$ cat config.mk
export PLATFORM = sky130hd
export DESIGN_NAME = sig_dump_ctrl
export DESIGN_NICKNAME = d
export VERILOG_FILES = /design/src/rtl/sig_dump_pkg.sv /design/src/rtl/sig_dump_ctrl.sv
export SDC_FILE = /design/constraint.sdc
export NUM_CORES = 1
export LEC_CHECK = 0
export CAP_MARGIN = 5
export CELL_PAD_IN_SITES_DETAIL_PLACEMENT = 1
export CELL_PAD_IN_SITES_GLOBAL_PLACEMENT = 1
export CORE_MARGIN = 8
export CORE_UTILIZATION = 41
export DETAILED_ROUTE_END_ITERATION = 7
export GPL_TIMING_DRIVEN = 0
export PLACE_DENSITY = 0.87
export REMOVE_ABC_BUFFERS = 1
export SKIP_CTS_REPAIR_TIMING = 1
export SLEW_MARGIN = 20
export SYNTH_ARGS = -nofsm -noshare
export SYNTH_HDL_FRONTEND = slang
export SYNTH_SLANG_ARGS = --single-unit
$ cat constraint.sdc
create_clock -name clk -period 4.57 [get_ports clk]
set_input_delay 0.457 -clock clk [delete_from_list [all_inputs] [get_ports clk]]
set_output_delay 0.457 -clock clk [all_outputs]
set_load 0.02 [all_outputs]
$ cat src/rtl/sig_dump_pkg.sv
// Shared types and constants for the signature dump controller:
// FSM state encoding, default mailbox addresses and DRAM base address.
package sig_dump_pkg;

   typedef enum logic [2:0] {
      ST_IDLE = 3'd0,
      ST_READ = 3'd1,
      ST_WAIT = 3'd2,
      ST_SEND = 3'd3,
      ST_DONE = 3'd4
   } sig_state_t;

   localparam logic [31:0] SIG_BEGIN_ADDR = 32'h0000_0508;
   localparam logic [31:0] SIG_END_ADDR   = 32'h0000_050C;
   localparam logic [31:0] SIG_HALT_ADDR  = 32'h0000_0600;
   localparam logic [31:0] SIG_DRAM_BASE  = 32'h4000_0000;

   function automatic logic [31:0] byte_offset(input logic [31:0] addr,
                                               input logic [31:0] base);
      return addr - base;
   endfunction

   // Compared at 33 bits so a pointer near the top of memory cannot wrap.
   function automatic logic is_last_word(input logic [31:0] ptr,
                                         input logic [31:0] sig_end);
      return ({1'b0, ptr} + 33'd4) >= {1'b0, sig_end};
   endfunction

endpackage

$ cat src/rtl/sig_dump_ctrl.sv
// Snoops the core's DRAM write bus for signature mailbox writes and, on halt,
// streams the signature region out word by word over valid/ready.
module sig_dump_ctrl
   import sig_dump_pkg::*;
#(
   parameter logic [31:0] BEGIN_ADDR = SIG_BEGIN_ADDR,
   parameter logic [31:0] END_ADDR   = SIG_END_ADDR,
   parameter logic [31:0] HALT_ADDR  = SIG_HALT_ADDR,
   parameter logic [31:0] DRAM_BASE  = SIG_DRAM_BASE,
   parameter int          AW         = 12
) (
   input  logic          clk,
   input  logic          rst,
   input  logic          dram_we,
   input  logic [31:0]   dram_addr,
   input  logic [31:0]   dram_wdat,
   output logic          rd_en,
   output logic [AW-1:0] rd_idx,
   input  logic [31:0]   rd_dat,
   output logic          out_valid,
   output logic [31:0]   out_data,
   output logic          out_last,
   input  logic          out_ready,
   output logic          busy,
   output logic          done
);

   sig_state_t    state_q, state_d;
   logic [31:0]   sig_begin_q, sig_begin_d;
   logic [31:0]   sig_end_q, sig_end_d;
   logic [31:0]   ptr_q, ptr_d;
   logic [31:0]   out_data_q, out_data_d;
   logic          out_last_q, out_last_d;
   logic          rd_en_q, rd_en_d;
   logic [AW-1:0] rd_idx_q, rd_idx_d;
   logic          out_valid_q, out_valid_d;
   logic          busy_q, busy_d;
   logic          done_q, done_d;

   // Next-state, mailbox capture and datapath update.
   always_comb begin
      state_d     = state_q;
      sig_begin_d = sig_begin_q;
      sig_end_d   = sig_end_q;
      ptr_d       = ptr_q;
      out_data_d  = out_data_q;
      out_last_d  = out_last_q;

      case (state_q)
         ST_IDLE: begin
            if (dram_we) begin
               if (dram_addr == BEGIN_ADDR) begin
                  sig_begin_d = dram_wdat;
               end else if (dram_addr == END_ADDR) begin
                  sig_end_d = dram_wdat;
               end else if (dram_addr == HALT_ADDR) begin
                  ptr_d = sig_begin_q;
                  if (sig_begin_q >= sig_end_q) begin
                     state_d = ST_DONE;
                  end else begin
                     state_d = ST_READ;
                  end
               end else begin
                  state_d = ST_IDLE;
               end
            end else begin
               state_d = ST_IDLE;
            end
         end
         ST_READ: begin
            state_d = ST_WAIT;
         end
         ST_WAIT: begin
            out_data_d = rd_dat;
            out_last_d = is_last_word(ptr_q, sig_end_q);
            state_d    = ST_SEND;
         end
         ST_SEND: begin
            if (out_ready) begin
               ptr_d = ptr_q + 32'd4;
               if (out_last_q) begin
                  state_d = ST_DONE;
               end else begin
                  state_d = ST_READ;
               end
            end else begin
               state_d = ST_SEND;
            end
         end
         ST_DONE: begin
            state_d = ST_DONE;
         end
         default: begin
            state_d = ST_IDLE;
         end
      endcase
   end

   // Output flags are decoded from the next state so they leave a flop.
   always_comb begin
      rd_en_d     = (state_d == ST_READ);
      rd_idx_d    = AW'(byte_offset(ptr_d, DRAM_BASE) >> 2);
      out_valid_d = (state_d == ST_SEND);
      busy_d      = (state_d == ST_READ) || (state_d == ST_WAIT) || (state_d == ST_SEND);
      done_d      = (state_d == ST_DONE);
   end

   // State and output registers with synchronous reset.
   always_ff @(posedge clk) begin
      if (rst) begin
         state_q     <= ST_IDLE;
         sig_begin_q <= 32'd0;
         sig_end_q   <= 32'd0;
         ptr_q       <= 32'd0;
         out_data_q  <= 32'd0;
         out_last_q  <= 1'b0;
         rd_en_q     <= 1'b0;
         rd_idx_q    <= '0;
         out_valid_q <= 1'b0;
         busy_q      <= 1'b0;
         done_q      <= 1'b0;
      end else begin
         state_q     <= state_d;
         sig_begin_q <= sig_begin_d;
         sig_end_q   <= sig_end_d;
         ptr_q       <= ptr_d;
         out_data_q  <= out_data_d;
         out_last_q  <= out_last_d;
         rd_en_q     <= rd_en_d;
         rd_idx_q    <= rd_idx_d;
         out_valid_q <= out_valid_d;
         busy_q      <= busy_d;
         done_q      <= done_d;
      end
   end

   assign rd_en     = rd_en_q;
   assign rd_idx    = rd_idx_q;
   assign out_valid = out_valid_q;
   assign out_data  = out_data_q;
   assign out_last  = out_last_q;
   assign busy      = busy_q;
   assign done      = done_q;

endmodule

==> out/metrics.cfg <==
[run_status]
status = finished clean

[die]
num_rows = 49
die_x_um = 150.2
dieArea_sq_mm = 0.02257
top_level_ports = 149
initial_core_util_pct = 41.41
die_y_um = 150.2
core_area_sq_mm = 0.01784

[yosys]
synth.most_common_cell = nand2_1
syn_inst = 962
synthTopCellsByCount = nand2_1, a21oi_1, dfxtp_1
synth_edf_count = 0
synth_top_cell_area_share_pct = 36.85
yosysSeqAreaShare_pct = 36.85
syn_area_sq_mm = 0.007388
netlist-cell-type-count = 50
async_flop_share_pct = 0
synth-seq-cells = 136
yosysTopAreaCell = dfxtp_1
synth_warnings = 0
syn_avg_cell_area_sq_um = 7.680
ys.flop_type = dfxtp_1
ys_top_cells_by_area = dfxtp_1, nand2_1, ha_1, a21oi_1, clkbuf_1

[worst_setup_path]
cp_top_family = simple AND/OR/NAND/NOR gates
path_cells = and3_1, nand3_1, nor4b_1, xor2_1, ha_1, nand4_1, or4_1, nor4_1, a311o_1, a211oi_1, nor4_1
slowest_delay_ns = 0.76
end_kind = flip-flop
cp_max_fo = 8
required_ns = 4.91
cp_slowest_cell = nor4b_1
critPathKind = reg -> reg
cp.arrival_ns = 4.29
crit_buf_inv = 0
worst_path_most_repeated_cell = nor4_1
start_kind = flip-flop

[placed_design]
portBuffers = 148
gp_congestion = 0.7782
placed_cells = 1281
hpwl_um = 17540

[global_route]
grt.total_usage_pct = 22.43
grt_pass1_vias = 7970
grt_max_degree = 71
grt_pass1_wl_um = 40160
antenna_found_initial = 0
grt_overflow_total = 0

[pwr]
p_per_area_mw_per_mm2 = 281.8
p_comb_share_pct = 4.5
clkPwrFrac_pct = 51.6
p_int_mw = 2.035
power_mw = 2.698
seqPwrFrac_pct = 43.9
switchingPower_uw = 663.6
leakagePower_nw = 3.567
peakVddDrop_mv = 0.3491
switching_share_pct = 24.59

[sta]
finalCriticalPeriod_ns = 3.944
finalSetupViolCount = 0
worst_slew_pin_slew_ns = 0.8177
rsz0062_at_grt = no
fin_crit_sh_pct = 86.31
slew_headroom_pct = 45.49
slew_violations = 0
clock_skew_ns = 0.01467
finalHoldViolations = 0
fmax_ghz = 0.2535

[clocking]
clockBufferDepth = 2
cts_buffers = 17
clk_pin_slew_ns = 0.07
cts_root_buf = clkbuf_16
clkLatencyLatePin_ns = 0.45
cts_max_level = 4
cts_tree = done
clock_sinks = 136

[detailed_routing]
first_pass_iters = 5
drtAntennaViolNets = 0
via_count = 7239
wirelength_um = 24570
drt_iter0_drc = 391
wire_per_inst_um = 18.72
drc = 0
viasPerCell = 5.513

[finish]
drive_above_1_share_pct = 4.982
finalNetCount = 1236
antenna_cells = 0
area_growth_pct = 29.59
final_cells = 1313

[hold_path]
worstHoldPathType = reg -> reg

[flow_run]
cap_viol_max_count = 0

## power by group through the flow
stage               sequential (mW)  combinational (mW)  clock, mW
floorplan                      1.21             0.00550          0
global placement               1.21               0.117          0
detailed placement             1.21               0.121          0
CTS                            1.18               0.122       1.42
global route                   1.18               0.129       1.46
finish                         1.18               0.121       1.39
## path summary, 6_finish.rpt
path / start / to / slack (ns) / depth (start not counted)
worst max-delay path: ptr_q[7] / out_last / 0.63 / 11
worst min-delay path: out_data[15] / out_data[15] / 0.45 / 2
worst max register to register: ptr_q[7] / out_last / 0.63 / 11
worst min register to register: out_data[15] / out_data[15] / 0.45 / 2
## flip-flops by register name, indices dropped and copies added (netlist names)
| name | flops |
|---|---|
| done | 1 |
| out_valid | 1 |
| ptr_q | 32 |
| out_last | 1 |
| state_q | 3 |
| rd_en | 1 |
| sig_begin_q | 32 |
| busy | 1 |
| out_data | 32 |
| sig_end_q | 32 |
## metal layers
layer | wire (um) | vias to the layer above | track usage [%] | share of wire [%]
met5 | 0 | - | 0 | 0
li1 | - | 3521 | - | -
met3 | 2236 | 34 | 9.528 | 9.1
met2 | 11880 | 198 | 38.58 | 48
met4 | 473 | 0 | 8.246 | 1.9
met1 | 9982 | 3486 | 24.15 | 41
## cell type report
| cell class | count | area (sq um) |
|---|---|---|
| Inverter | 38 | 142.6 |
| Clock inverter | 15 | 152.6 |
| Multi-Input combinational cell | 723 | 4249 |
| Clock buffer | 17 | 425.4 |
| Tap cell | 229 | 286.5 |
| Fill cell | 2150 | 8267 |
| Timing Repair Buffer | 155 | 1595 |
| Sequential cell | 136 | 2723 |
## cells in the final DEF, fill, tap and decap left out, drive strengths merged, types with 2 or more instances in the layout
| cell | instances |
|---|---|
| a211oi | 3 |
| a21o | 10 |
| a21oi | 143 |
| a221o | 2 |
| a221oi | 2 |
| a22o | 5 |
| a31oi | 4 |
| and2 | 5 |
| and3 | 7 |
| and4 | 9 |
| buf | 8 |
| clkbuf | 17 |
| clkdlybuf4s50 | 147 |
| clkinv | 3 |
| dfxtp | 136 |
| ha | 65 |
| inv | 48 |
| nand2 | 251 |
| nand2b | 18 |
| nand3 | 24 |
| nand3b | 5 |
| nand4 | 16 |
| nor2 | 43 |
| nor2b | 5 |
| nor3 | 9 |
| nor4 | 13 |
| nor4b | 2 |
| o211ai | 16 |
| o21ai | 12 |
| o31ai | 3 |
| o41ai | 3 |
| or3 | 7 |
| or4 | 4 |
| xnor2 | 13 |
| xor2 | 15 |
## cell families after synthesis
group                      count (synthesis)  synth area share [%]
buffers and inverters                    103                 6.097
DFF                                      136                 36.85
xor gates and xnor gates                  28                 3.319
AOI/OAI and AO/OA                        211                 16.58
adders and majority gates                 65                 11.01
and+or+nand+nor                          419                 26.15
## per-stage QoR
step | hold slack [ns] | setup WS, ns | area [sq um] | util (%) | setup TNS, ns
after floorplan | 0.4258 | 1.401 | 7081 | - | 0
after global placement | 0.4386 | -0.9302 | 8848 | 49.60 | -48.55
after detailed placement | 0.4451 | 0.7991 | 8996 | 50.42 | 0
after CTS | 0.4549 | 0.6632 | 9574 | 53.66 | 0
after global routing | 0.4688 | 0.3805 | 9574 | 53.66 | 0
final | 0.4541 | 0.6256 | 9574 | 53.66 | 0
## worst register-to-register path, cell delays in order (launching register included)
cell	delay (ns)
dfxtp_1	0.45
and3_1	0.37
nand3_1	0.40
nor4b_1	0.76
xor2_1	0.14
ha_1	0.34
nand4_1	0.16
or4_1	0.49
nor4_1	0.21
a311o_1	0.18
a211oi_1	0.05
nor4_1	0.29
Power figures use the tool's default switching activity.
